==> src/rtl/tlb_op_sequencer.sv <==
`default_nettype none
// ============================================================================
// Module      : tlb_op_sequencer
// Description : Multi-cycle sequencer for TLBP/TLBR/TLBWI/TLBWR. Shares the
//               TLB s1 search port with data-side translation, issues
//               one-cycle CP0/TLB strobes, keeps CP0 Random and requests a
//               refetch after every TLB write.
// Revision    : 1.0 - initial release
// ============================================================================
module tlb_op_sequencer #(
  parameter int TLBNUM     = 16,
  parameter int IDX_W      = 4,
  parameter int STARVE_LIM = 3
) (
  input  logic             clk,
  input  logic             rst,
  input  logic             op_valid,
  input  logic [1:0]       op_type,
  input  logic [31:0]      op_pc,
  input  logic             flush,
  output logic             op_stall,
  output logic             op_done,
  input  logic             dreq_valid,
  input  logic [18:0]      dreq_vpn2,
  input  logic [7:0]       dreq_asid,
  output logic             dreq_grant,
  output logic [18:0]      s1_vpn2,
  output logic [7:0]       s1_asid,
  input  logic             tlb_s1_found,
  input  logic [IDX_W-1:0] tlb_s1_index,
  input  logic [18:0]      cp0_vpn2,
  input  logic [7:0]       cp0_asid,
  input  logic [IDX_W-1:0] cp0_index,
  input  logic [IDX_W-1:0] cp0_wired,
  input  logic             cp0_wired_we,
  output logic             tlbp_commit,
  output logic             tlbp_found,
  output logic [IDX_W-1:0] tlbp_index,
  output logic             tlbr_commit,
  output logic [IDX_W-1:0] tlb_r_index,
  output logic             tlb_we,
  output logic [IDX_W-1:0] tlb_w_index,
  output logic [IDX_W-1:0] random,
  output logic             refetch_valid,
  output logic [31:0]      refetch_pc
);

  localparam int               CNT_W    = (STARVE_LIM > 1) ? $clog2(STARVE_LIM) : 1;
  localparam logic [CNT_W-1:0] CNT_LAST = CNT_W'(STARVE_LIM - 1);
  localparam logic [IDX_W-1:0] RAND_MAX = IDX_W'(TLBNUM - 1);
  localparam logic [1:0]       OP_TLBP  = 2'b00;
  localparam logic [1:0]       OP_TLBR  = 2'b01;
  localparam logic [1:0]       OP_TLBWR = 2'b11;

  typedef enum logic [2:0] {
    S_IDLE      = 3'd0,
    S_WAIT_PORT = 3'd1,
    S_PROBE     = 3'd2,
    S_READ      = 3'd3,
    S_WRITE     = 3'd4,
    S_REFETCH   = 3'd5,
    S_DONE      = 3'd6
  } state_e;

  state_e           state_q, state_d;
  logic [CNT_W-1:0] cnt_q, cnt_d;
  logic [1:0]       op_type_q, op_type_d;
  logic [31:0]      pc4_q, pc4_d;
  logic [IDX_W-1:0] random_q, random_d;

  // State, wait counter, accepted-op context and Random register
  always_ff @(posedge clk or negedge rst) begin
    if (!rst) begin
      state_q   <= S_IDLE;
      cnt_q     <= '0;
      op_type_q <= '0;
      pc4_q     <= '0;
      random_q  <= RAND_MAX;
    end else begin
      state_q   <= state_d;
      cnt_q     <= cnt_d;
      op_type_q <= op_type_d;
      pc4_q     <= pc4_d;
      random_q  <= random_d;
    end
  end

  // Random: free-running down-counter over [wired, TLBNUM-1]; a Wired write restarts it
  always_comb begin
    random_d = random_q - 1'b1;
    if (cp0_wired_we || (cp0_wired >= RAND_MAX) || (random_q <= cp0_wired)) begin
      random_d = RAND_MAX;
    end
  end

  // Next-state and strobe generation; flush squashes every side effect of the cycle
  always_comb begin
    state_d       = state_q;
    cnt_d         = cnt_q;
    op_type_d     = op_type_q;
    pc4_d         = pc4_q;
    op_done       = 1'b0;
    s1_vpn2       = dreq_vpn2;
    s1_asid       = dreq_asid;
    dreq_grant    = dreq_valid;
    tlbp_commit   = 1'b0;
    tlbp_found    = 1'b0;
    tlbp_index    = '0;
    tlbr_commit   = 1'b0;
    tlb_r_index   = '0;
    tlb_we        = 1'b0;
    tlb_w_index   = '0;
    refetch_valid = 1'b0;

    case (state_q)
      S_IDLE: begin
        if (op_valid && !flush) begin
          op_type_d = op_type;
          pc4_d     = op_pc + 32'd4;
          if (op_type == OP_TLBP) begin
            cnt_d   = '0;
            state_d = dreq_valid ? S_WAIT_PORT : S_PROBE;
          end else if (op_type == OP_TLBR) begin
            state_d = S_READ;
          end else begin
            state_d = S_WRITE;
          end
        end
      end
      S_WAIT_PORT: begin
        cnt_d = cnt_q + 1'b1;
        if (!dreq_valid || (cnt_q == CNT_LAST)) begin
          state_d = S_PROBE;
        end
      end
      S_PROBE: begin
        s1_vpn2     = cp0_vpn2;
        s1_asid     = cp0_asid;
        dreq_grant  = 1'b0;
        tlbp_commit = 1'b1;
        tlbp_found  = tlb_s1_found;
        tlbp_index  = tlb_s1_index;
        state_d     = S_DONE;
      end
      S_READ: begin
        tlb_r_index = cp0_index;
        tlbr_commit = 1'b1;
        state_d     = S_DONE;
      end
      S_WRITE: begin
        tlb_we      = 1'b1;
        tlb_w_index = (op_type_q == OP_TLBWR) ? random_q : cp0_index;
        state_d     = S_REFETCH;
      end
      S_REFETCH: begin
        refetch_valid = 1'b1;
        op_done       = 1'b1;
        state_d       = S_IDLE;
      end
      S_DONE: begin
        op_done = 1'b1;
        state_d = S_IDLE;
      end
      default: begin
        state_d = S_IDLE;
      end
    endcase

    if (flush) begin
      op_done       = 1'b0;
      tlbp_commit   = 1'b0;
      tlbp_found    = 1'b0;
      tlbp_index    = '0;
      tlbr_commit   = 1'b0;
      tlb_r_index   = '0;
      tlb_we        = 1'b0;
      tlb_w_index   = '0;
      refetch_valid = 1'b0;
      state_d       = S_IDLE;
    end
  end

  // Hold the pipeline until the op reaches its retire cycle
  assign op_stall   = op_valid && (state_q != S_DONE) && (state_q != S_REFETCH);
  assign random     = random_q;
  assign refetch_pc = pc4_q;

endmodule
`default_nettype wire

==> config.mk <==
export PLATFORM = sky130hd
export DESIGN_NAME = tlb_op_sequencer
export DESIGN_NICKNAME = d
export VERILOG_FILES = /design/src/rtl/tlb_op_sequencer.sv
export SDC_FILE = /design/constraint.sdc
export NUM_CORES = 1
export LEC_CHECK = 0
export BUFFER_PORTS_ARGS = -buffer_cell sky130_fd_sc_hd__buf_4
export CAP_MARGIN = 20
export CORE_MARGIN = 4
export CORE_UTILIZATION = 43
export CTS_CLUSTER_SIZE = 30
export DETAILED_ROUTE_END_ITERATION = 8
export HOLD_SLACK_MARGIN = 0.02
export PLACE_DENSITY = 0.82
export SLEW_MARGIN = 20
export SYNTH_ARGS = -nofsm -noshare
export SYNTH_HDL_FRONTEND = slang
export SYNTH_SLANG_ARGS = --single-unit
==> constraint.sdc <==
create_clock -name clk -period 2 [get_ports clk]
set_input_delay 0.4 -clock clk [delete_from_list [all_inputs] [get_ports clk]]
set_output_delay 0.4 -clock clk [all_outputs]
set_load 0.005 [all_outputs]
==> impl_metrics.ini, run 1 <==
[setup_path]
start_kind = flip-flop
crit_top_cell = buf_6
timing.rr.start = state_q[2]$_DFFE_PN0P_
crit_required_ns = 1.60
crit_path_top_delay_cell = dfrtp_1
arrival_ns = 1.66
cp-startpoint = state_q[2]$_DFFE_PN0P_
path_cells = nand2b_4 > nor2_4 > buf_6 > buf_12 > mux2_4 > buf_6
critical_path.max_fanout = 7
cpPeakStageDelay_ns = 0.41
cp-end-kind = primary output
worstSetupPathType = reg2out

[floorplan]
start_util_pct = 44.59
dieArea_sq_um = 8030
io_pins = 190
die_h_microns = 89.61
core_area_sq_um = 6422
die_w_microns = 89.61
rows = 29

[hold_path]
hold_path.class = in2async

[cells_and_area]
instances_no_fill = 581
mostFrequentLayoutCells = 183 x buf_4, 37 x dfrtp_1, 35 x nor2_1
antenna_cells = 0
final_nets = 617
fill_cells = 478
layout-drive-gt1-share_pct = 53.77
layout.cells.most_common = buf_4
syn_to_final_growth_pct = 65.84

[sta]
finalSetupTns_ns = -1.245
setup_ws_ns = -0.06443
rsz0062_at_grt = true
fmax_ghz = 0.4844
skew_ns = 0.006152
fin_crit_sh_pct = 103.2
drv_slew = 0
finalCriticalPeriod_ns = 2.064
setup_viol = 32
tightest_slew_ns = 0.5470
finalHoldViolations = 0
max_slew_margin_pct = 63.53

[route]
dr.pass1.iters = 4
wl_mm = 10.31
via_per_inst = 5.244
postRouteAntennaNets = 0
num_vias = 3047
avgRoutedWirePerCell_microns = 17.75
drc = 0
dr.first_iter.drc_count = 110

[placed_design]
gp_congestion = 0.9038
hpwlAfterDp_mm = 7.934
io_buffers = 189
dpl.cell_count = 568

[clocking]
clock_latency_ns = 0.30
path_clk_slew_ns = 0.09
postCtsHoldBufs = 0
cts.sinks = 43
root_buffer = clkbuf_8
clockBufferDepth = 2
cts_htree_levels = 2
cts_tree = built
cts_buffers = 5

[global_route]
grt_pass1_wl_mm = 14.56
antenna_found_initial = 0
groute.usage.overall_pct = 23.76
first_global_vias = 3016
grt_overflow = 0
grt_max_degree = 44

[power]
power.leakage_uw = 0.002254
vdd_drop_max_uv = 703.2
power_density_nw_per_um2 = 946.0

[logic_synthesis]
yosysTopAreaCell = dfrtp_1
synth_cell_type_count = 38
synth-edff-count = 0
synth_area_leaders = dfrtp_1 34%, mux2_2 12%, xor2_1 6.7%
async_flop_share_pct = 100.0
yosys_warnings = 0
synth_ff_type = dfrtp_1
syn_area_per_cell_sq_um = 9.359
syn_nets = 420
synth_area_sq_um = 2864
synth_seq_cells = 43
synth_seq_area_share_pct = 37.75
netlist_instances = 306
synth_top_area_share_pct = 34.08

[outcome]
outcome = finished, violations left
failed_checks = setup timing

[job]
cap_viol_max_count = 0
sequential cells by signal, summed over array words and instances (netlist names):
name / count
refetch_pc: 32
random: 4
state_q: 3
cnt_q: 2
op_type_q: 2
cell families after synthesis:
kind of cell / count (synthesis) / share of synthesized area (%)
AO/OA/AOI/OAI: 47 / 9.917
XOR/XNOR: 31 / 9.480
adder cells (fa/ha/maj): 7 / 3.058
buffers and inverters: 21 / 3.407
flip-flops: 43 / 37.75
multiplexers: 33 / 12.93
AND/OR/NAND/NOR: 124 / 23.46
cell usage after synthesis, drive strengths merged, types with 2 or more instances:
library cell  count
a21boi            2
a21oi            34
and2             11
and3              9
and3b             2
and4              3
buf              11
dfrtp            39
dfstp             4
ha                7
inv               9
mux2             32
nand2            18
nand2b            2
nand3            15
nand4            10
nor2             37
nor2b             6
nor3              4
nor3b             2
o21ai             7
o311ai            2
or3               2
xnor2             9
xor2             22
stage by stage:
stage          utilization, %  power, uW  hold slack, ns  area, sq um  setup slack, ns
2_1_floorplan               -       2352          0.1044         2864           0.1728
6_report                73.95       4493         0.07739         4750         -0.06443
4_1_cts                 73.78       4550         0.09191         4738         -0.09966
3_3_place_gp            68.52       3435          0.4215         4400           0.1983
5_1_grt                 73.95       4794          0.1174         4750          -0.1272
3_5_place_dp            68.52       3504          0.4273         4400           0.1213
area by class of cell:
class	count	area, sq um	share of cell area [%]
clock inverters	3	67.56	1.423
inverters	9	33.78	0.7113
flip-flops and latches	43	1084	22.81
repair buffers	202	1622	34.14
clock buffers	5	68.82	1.449
multi-input cells	242	1778	37.43
well taps	77	96.34	2.028
critical path: cells and delay by family, from the launching register on:
kind	cells	cell delay [ns]
multiplexers	1	0.31
flip-flops	1	0.41
AND/OR/NAND/NOR	2	0.26
buffers and inverters	3	0.38
path summary, 6_finish.rpt:
kind / slack [ns] / cells past startpoint / endpoint
min in group clk: 0.29 / 2 / refetch_pc[2]$_DFFE_PN0P_
worst min register to register: 0.48 / 1 / random[0]$_DFF_PN1_
worst max register to register: 0.18 / 7 / refetch_pc[9]$_DFFE_PN0P_
worst max-delay path: -0.06 / 6 / s1_asid[2]
worst min-delay path: 0.08 / 1 / refetch_pc[10]$_DFFE_PN0P_
max in group asynchronous: 1.51 / 1 / state_q[0]$_DFFE_PN0P_
where the power goes:
| group | switching [uW] | total (uW) | internal, uW |
|---|---|---|---|
| Sequential | 254 | 1500 | 1240 |
| Clock | 315 | 813 | 498 |
| Combinational | 897 | 2180 | 1290 |
| Total | 1470 | 4490 | 3030 |
what timing repair did:
| item | in CTS | in global routing |
|---|---|---|
| gates cloned | 2 | 0 |
| setup endpoints to repair | 33 | 40 |
| gates resized for setup | 36 | 9 |
| setup buffers | 3 | 1 |
| pin swaps | 1 | 2 |
per-layer routing:
layer	global-route usage [%]	up-vias	wire length (microns)
li1	-	1460	-
met1	25.77	1417	3737
met2	43.75	144	5260
met3	6.934	26	1013
met4	8.254	0	301
met5	0	-	0
Power figures use the tool's default switching activity.
==> run 2, diff against run 1 <==
--- a/config.mk
+++ b/config.mk
@@ -5,14 +5,14 @@
 export SDC_FILE = /design/constraint.sdc
 export NUM_CORES = 1
 export LEC_CHECK = 0
-export BUFFER_PORTS_ARGS = -buffer_cell sky130_fd_sc_hd__buf_4
 export CAP_MARGIN = 20
 export CORE_MARGIN = 4
-export CORE_UTILIZATION = 43
+export CORE_UTILIZATION = 50
 export CTS_CLUSTER_SIZE = 30
 export DETAILED_ROUTE_END_ITERATION = 8
+export DONT_BUFFER_PORTS = 1
 export HOLD_SLACK_MARGIN = 0.02
-export PLACE_DENSITY = 0.82
+export SKIP_LAST_GASP = 1
 export SLEW_MARGIN = 20
 export SYNTH_ARGS = -nofsm -noshare
 export SYNTH_HDL_FRONTEND = slang
==> run 2 against run 1 <==
Against the previous run: the flow now finishes without violations; die area shrank 13%; clock power shrank 17%; via count is 25% lower; fmax grew 5.3%; non-clock buffer count decreased by 185; critical endpoint is now s1_vpn2[12]; largest cell class unchanged; highest routed layer unchanged.
==> impl_metrics.ini, run 2 (synthesis results as in run 1) <==
[global_route]
use_met2_pct = 36.73
gr-usage-met3_pct = 9.181
first_global_vias = 2240
groute.usage.overall_pct = 22.07
grt_busiest_layer = met2
antenna_found_initial = 0
grt_overflow = 0
grtUsageMet1_pct = 26.59
grt_max_degree = 44
grt_pass1_wl_mm = 12.25

[sta]
finalHoldViolations = 0
finalCriticalPeriod_ns = 1.961
rsz0062_at_grt = true
fmax_ghz = 0.5099
setup_viol = 0
tightest_slew_ns = 0.4911
finalSetupTns_ns = 0
setup_ws_ns = 0.03882
skew_ns = 0.003650
drv_slew = 0
max_slew_margin_pct = 67.01
fin_crit_sh_pct = 98.06

[power]
vdd_drop_max_uv = 580.7
power_density_nw_per_um2 = 1070
power.leakage_uw = 0.001355

[clocking]
cts.sinks = 43
cts_buffers = 5
clock_latency_ns = 0.30
clockBufferDepth = 2
path_clk_slew_ns = 0.08
cts_tree = built
root_buffer = clkbuf_8
cts_htree_levels = 2

[floorplan]
core_area_sq_um = 5540
die_h_microns = 83.69
io_pins = 190
dieArea_sq_um = 7003
start_util_pct = 51.69
rows = 27
die_w_microns = 83.69

[setup_path]
arrival_ns = 1.56
crit_path_top_delay_cell = dfrtp_1
worstSetupPathType = reg2out
rrSetupSlack_ns = 0.25
path_cells = nand2b_4 > nor2_4 > buf_12 > buf_16 > mux2_2
timing.rr.start = state_q[2]$_DFFE_PN0P_
crit_required_ns = 1.60
cp-end-kind = primary output
reg2reg_to = refetch_pc[9]$_DFFE_PN0P_
reg2reg_depth = 7
start_kind = flip-flop
critical_path.max_fanout = 7
cpPeakStageDelay_ns = 0.39

[cells_and_area]
syn_to_final_growth_pct = 15.77
fill_cells = 498
largest_register_ffs = 32
layout.cells.most_common = dfrtp_1
area.sequential_sq_um = 1084
fin_area_sq_um = 3316
antenna_cells = 0
layout-drive-gt1-share_pct = 24.45
multi_input_area_sq_um = 1758
final_nets = 432
mostFrequentLayoutCells = 37 x dfrtp_1, 35 x nor2_1, 26 x a21oi_1

[route]
dr.pass1.iters = 4
drc = 0
via_per_inst = 5.875
dr.first_iter.drc_count = 85
avgRoutedWirePerCell_microns = 21.03
num_vias = 2297
wl_mm = 8.222
postRouteAntennaNets = 0

[placed_design]
pre_cts_ws_ns = 0.2158
placed_area_sq_um = 2960
gp_congestion = 0.8334
hpwlAfterDp_mm = 6.303
io_buffers = 0

[hold_path]
hold_path_depth = 1
hold_path.class = in2reg
holdPathEnd = state_q[0]$_DFFE_PN0P_
min-delay-start = flush

[job]
cap_viol_max_count = 0

[outcome]
outcome = completed
[run 2: cell count changes in the layout (fill, tap and decap cells not counted), sizes merged]
cell	delta
clkbuf	+1
dlygate4sd3	+1
clkinvlp	-1
clkinv	+2
buf	-187
bufinv	-1
[run 2: worst max-delay path by stage]
stage / start / to / slack [ns] / cells after the start
6_report: state_q[2]$_DFFE_PN0P_ / s1_vpn2[12] / 0.04 / 5
5_1_grt: state_q[2]$_DFFE_PN0P_ / s1_vpn2[17] / -0.03 / 5
4_1_cts: state_q[2]$_DFFE_PN0P_ / s1_asid[5] / -0.01 / 5
3_5_place_dp: op_pc[2] / refetch_pc[18]$_DFFE_PN0P_ / 0.22 / 6
3_3_place_gp: op_pc[2] / refetch_pc[24]$_DFFE_PN0P_ / 0.25 / 6
2_1_floorplan: state_q[2]$_DFFE_PN0P_ / s1_asid[6] / 0.17 / 4
[run 2: worst max-delay path: cells and delay by family, from the launching register on]
family	cells	cell delay [ns]
buffers and inverters	2	0.26
flip-flops	1	0.39
multiplexers	1	0.34
AND/OR/NAND/NOR	2	0.27
[run 2: layout make-up]
| class | count | share of cell area [%] |
|---|---|---|
| clock buffers | 5 | 2.075 |
| clock inverters | 3 | 1.321 |
| inverters | 9 | 1.019 |
| multi-input cells | 242 | 53.02 |
| flip-flops and latches | 43 | 32.68 |
| well taps | 72 | 2.717 |
| repair buffers | 17 | 7.170 |
[run 2: power by group]
group          switching, uW  internal (uW)
clock network            303            372
logic                    586            681
registers                362           1240
total                   1250           2300
[run 2: what timing repair did]
action / 4_1_cts / 5_1_grt
pin swaps: 1 / 1
setup buffers: 3 / 3
cloned: 2 / 1
hold buffers: 2 / 0
gates resized for setup: 6 / 17
endpoints found under the hold margin: 43 / 0
endpoints found under the setup margin: 33 / 27
[run 2: metal layers]
| layer | wire length (microns) | part of all wire, % |
|---|---|---|
| met5 | 0 | 0 |
| met4 | 112 | 1.4 |
| met3 | 892 | 11 |
| met2 | 3994 | 49 |
| met1 | 3222 | 39 |
[run 2: through the flow]
| stage | instances | hold WS [ns] | util, % | power (uW) |
|---|---|---|---|---|
| finish | 391 | 0.1684 | 59.85 | 3549 |
| CTS | 387 | 0.1612 | 57.81 | 3488 |
| global placement | 372 | 0.1054 | 53.43 | 2608 |
| detailed placement | 372 | 0.1057 | 53.43 | 2640 |
| floorplan | 306 | 0.1044 | - | 2352 |
| global route | 391 | 0.1604 | 59.85 | 3825 |
==> run 3, diff against run 2 <==
--- a/config.mk
+++ b/config.mk
@@ -5,6 +5,7 @@
 export SDC_FILE = /design/constraint.sdc
 export NUM_CORES = 1
 export LEC_CHECK = 0
+export ABC_AREA = 1
 export CAP_MARGIN = 20
 export CORE_MARGIN = 4
 export CORE_UTILIZATION = 50
==> constraint.sdc (replaced) <==
create_clock -name clk -period 2 [get_ports clk]
set_input_delay 0.1 -clock clk [delete_from_list [all_inputs] [get_ports clk]]
set_output_delay 0.1 -clock clk [all_outputs]
set_load 0.005 [all_outputs]
==> run 3 against run 2 <==
Against the previous run: first-iteration DRC count rose by 48%; non-clock buffer count rose by 24; worst hold slack lost 0.14 ns; clock skew is 0.0068 ns higher; setup slack improved by 0.22 ns; via count increased by 42%; flip-flop and latch count is the same; total power is 3.7% lower; critical endpoint is now tlbp_index[0]; wire length rose by 14%; combinational power fell by 13%; highest routed layer unchanged; clock power increased by 5.9%.
==> impl_metrics.ini, run 3 <==
[outcome]
outcome = completed

[sta]
drv_slew = 0
finalSetupTns_ns = 0
max_slew_margin_pct = 68.70
tightest_slew_ns = 0.4652
fmax_ghz = 0.5740
skew_ns = 0.01048
finalCriticalPeriod_ns = 1.742
whs_ns = 0.02550
fin_crit_sh_pct = 87.10
finalHoldViolations = 0
setup_viol = 0
setup_ws_ns = 0.2579
rsz0062_at_grt = false

[power]
pwr-share-clk_pct = 20.9
switching_share_pct = 39.84
pwr-share-comb_pct = 32.2
seq_power_share_pct = 46.8
vdd_drop_max_uv = 507.9
p_switching_uw = 1361
power.leakage_uw = 0.002003
internal_power_uw = 2056
power_density_nw_per_um2 = 905.9

[logic_synthesis]
yosys_warnings = 0
synth_top_family_by_area = simple AND/OR/NAND/NOR gates
netlist_instances = 523
synth_area_sq_um = 3232
yosysTopAreaCell = dfrtp_1
yosys.area_share.simple_pct = 44.60
synth_area_leaders = dfrtp_1 30%, nand2_1 30%, nor2_1 7.2%
synth-edff-count = 0
syn_nets = 637
synth_commonest_cells = 256 x nand2_1, 62 x nor2_1, 52 x inv_1
synth_seq_cells = 43
synth_xor_area_share_pct = 4.065
yosysMostFrequentCell = nand2_1
synth_seq_area_share_pct = 33.45
syn_area_per_cell_sq_um = 6.179
async_flop_share_pct = 100.0
synth_compound_area_share_pct = 6.078
synth_mux_area_share_pct = 0
synth_top_area_share_pct = 30.20
synth_cell_type_count = 30
synthAdderAreaFrac_pct = 2.710
synth_ff_type = dfrtp_1

[floorplan]
dieArea_sq_um = 7814
io_pins = 190
start_util_pct = 51.19
core_area_sq_um = 6314
die_h_microns = 88.40
die_w_microns = 88.40
rows = 29

[global_route]
grt_pass1_wl_mm = 13.99
grt_overflow = 0
antenna_found_initial = 0
grt_max_degree = 44
first_global_vias = 3069
groute.usage.overall_pct = 22.79

[placed_design]
gp_congestion = 0.9070
dpl.cell_count = 590
hpwlAfterDp_mm = 7.117
io_buffers = 0
pre_cts_ws_ns = 0.4136

[clocking]
cts_htree_levels = 2
cts_buffers = 5
cts_tree = built
root_buffer = clkbuf_8
path_clk_slew_ns = 0.09
clockBufferDepth = 2
cts.sinks = 43
cts-resized-gates = 0
clock_latency_ns = 0.30

[setup_path]
critical_path.max_fanout = 32
arrival_ns = 1.64
worstSetupPathType = reg2out
rrSetupSlack_ns = 0.40
cp-end-kind = primary output
start_kind = flip-flop
crit_required_ns = 1.90

[route]
wl_mm = 9.332
dr.pass1.iters = 4
dr.first_iter.drc_count = 126
postRouteAntennaNets = 0
avgRoutedWirePerCell_microns = 14.67
drc = 0
num_vias = 3254
via_per_inst = 5.116

[cells_and_area]
syn_to_final_growth_pct = 16.72
instances_no_fill = 636
final_nets = 672
antenna_cells = 0
mostFrequentLayoutCells = 256 x nand2_1, 62 x nor2_1, 52 x inv_1
layout.cells.most_common = nand2_1
largest_register_ffs = 32
layout-drive-gt1-share_pct = 5.367

[hold_path]
hold_path.class = in2reg

[job]
cap_viol_max_count = 0
==> run 3: cell types whose count changed after synthesis, sizes merged, moves of 9 or more <==
cell   change
nand2    +239
and2      -10
nor2      +27
nand3     +14
inv       +44
nand4     -10
mux2      -32
o21ai      +9
and3       -9
xor2      -10
a21oi     -26
==> run 3: per-layer routing <==
metal | vias up | track usage (%) | wire [microns]
met1 | 1444 | 27.29 | 3787
met3 | 11 | 6.518 | 890
met5 | - | 0 | 0
li1 | 1670 | - | -
met4 | 0 | 6.181 | 119
met2 | 129 | 40.04 | 4534
==> run 3: timing repair <==
item / 4_1_cts / 5_1_grt
hold buffers: 38 / 0
setup buffers: 0 / 0
endpoints found under the hold margin: 84 / 0
==> run 3: power groups by stage <==
stage	Combinational, uW	Sequential (uW)	Clock, uW
finish	1100	1600	715
global route	1300	1660	769
CTS	1110	1610	736
detailed placement	1020	1620	0
global placement	1000	1630	0
floorplan	899	1510	0
==> run 3: per-stage QoR <==
stage | util (%) | area [sq um] | total power (uW)
final | 59.75 | 3772 | 3417
after global routing | 59.75 | 3772 | 3726
after CTS | 59.75 | 3772 | 3465
after detailed placement | 51.61 | 3258 | 2648
after global placement | 51.61 | 3258 | 2627
after floorplan | - | 3232 | 2407
==> run 3: layout make-up <==
class / instances / area, sq um
repair buffers: 41 / 420.4
inverters: 53 / 201.4
clock inverters: 3 / 47.55
flip-flops and latches: 43 / 1081
fillers: 628 / 2541
clock buffers: 5 / 68.82
multi-input cells: 414 / 1857
well taps: 77 / 96.34
==> run 3: worst paths after layout <==
check / from / end / depth (start not counted)
setup / recovery: state_q[1]$_DFFE_PN0P_ / tlbp_index[0] / 7
hold / removal: op_pc[2] / refetch_pc[3]$_DFFE_PN0P_ / 3
setup reg to reg: random[0]$_DFF_PN1_ / random[1]$_DFF_PN1_ / 6
hold reg to reg: cnt_q[0]$_DFFE_PN0P_ / cnt_q[0]$_DFFE_PN0P_ / 2
max in group asynchronous: rst / random[0]$_DFF_PN1_ / 2
min in group asynchronous: rst / refetch_pc[20]$_DFFE_PN0P_ / 2
==> run 3: critical path, cell delays in order, from the launching register on <==
cell,delay [ns]
dfrtp_1,0.44
inv_1,0.09
nor2_1,0.13
nand2_1,0.09
inv_1,0.06
buf_4,0.28
nand2_1,0.09
nor2_1,0.17
==> run 3: kinds of logic (layout without fill, tap and decap cells) <==
kind of cell | count (synthesis) | count (layout)
adders and majority gates | 7 | 7
AOI/OAI and AO/OA | 31 | 31
and+or+nand+nor | 361 | 361
buffers and inverters | 66 | 102
xor gates and xnor gates | 15 | 15
DFF | 43 | 43
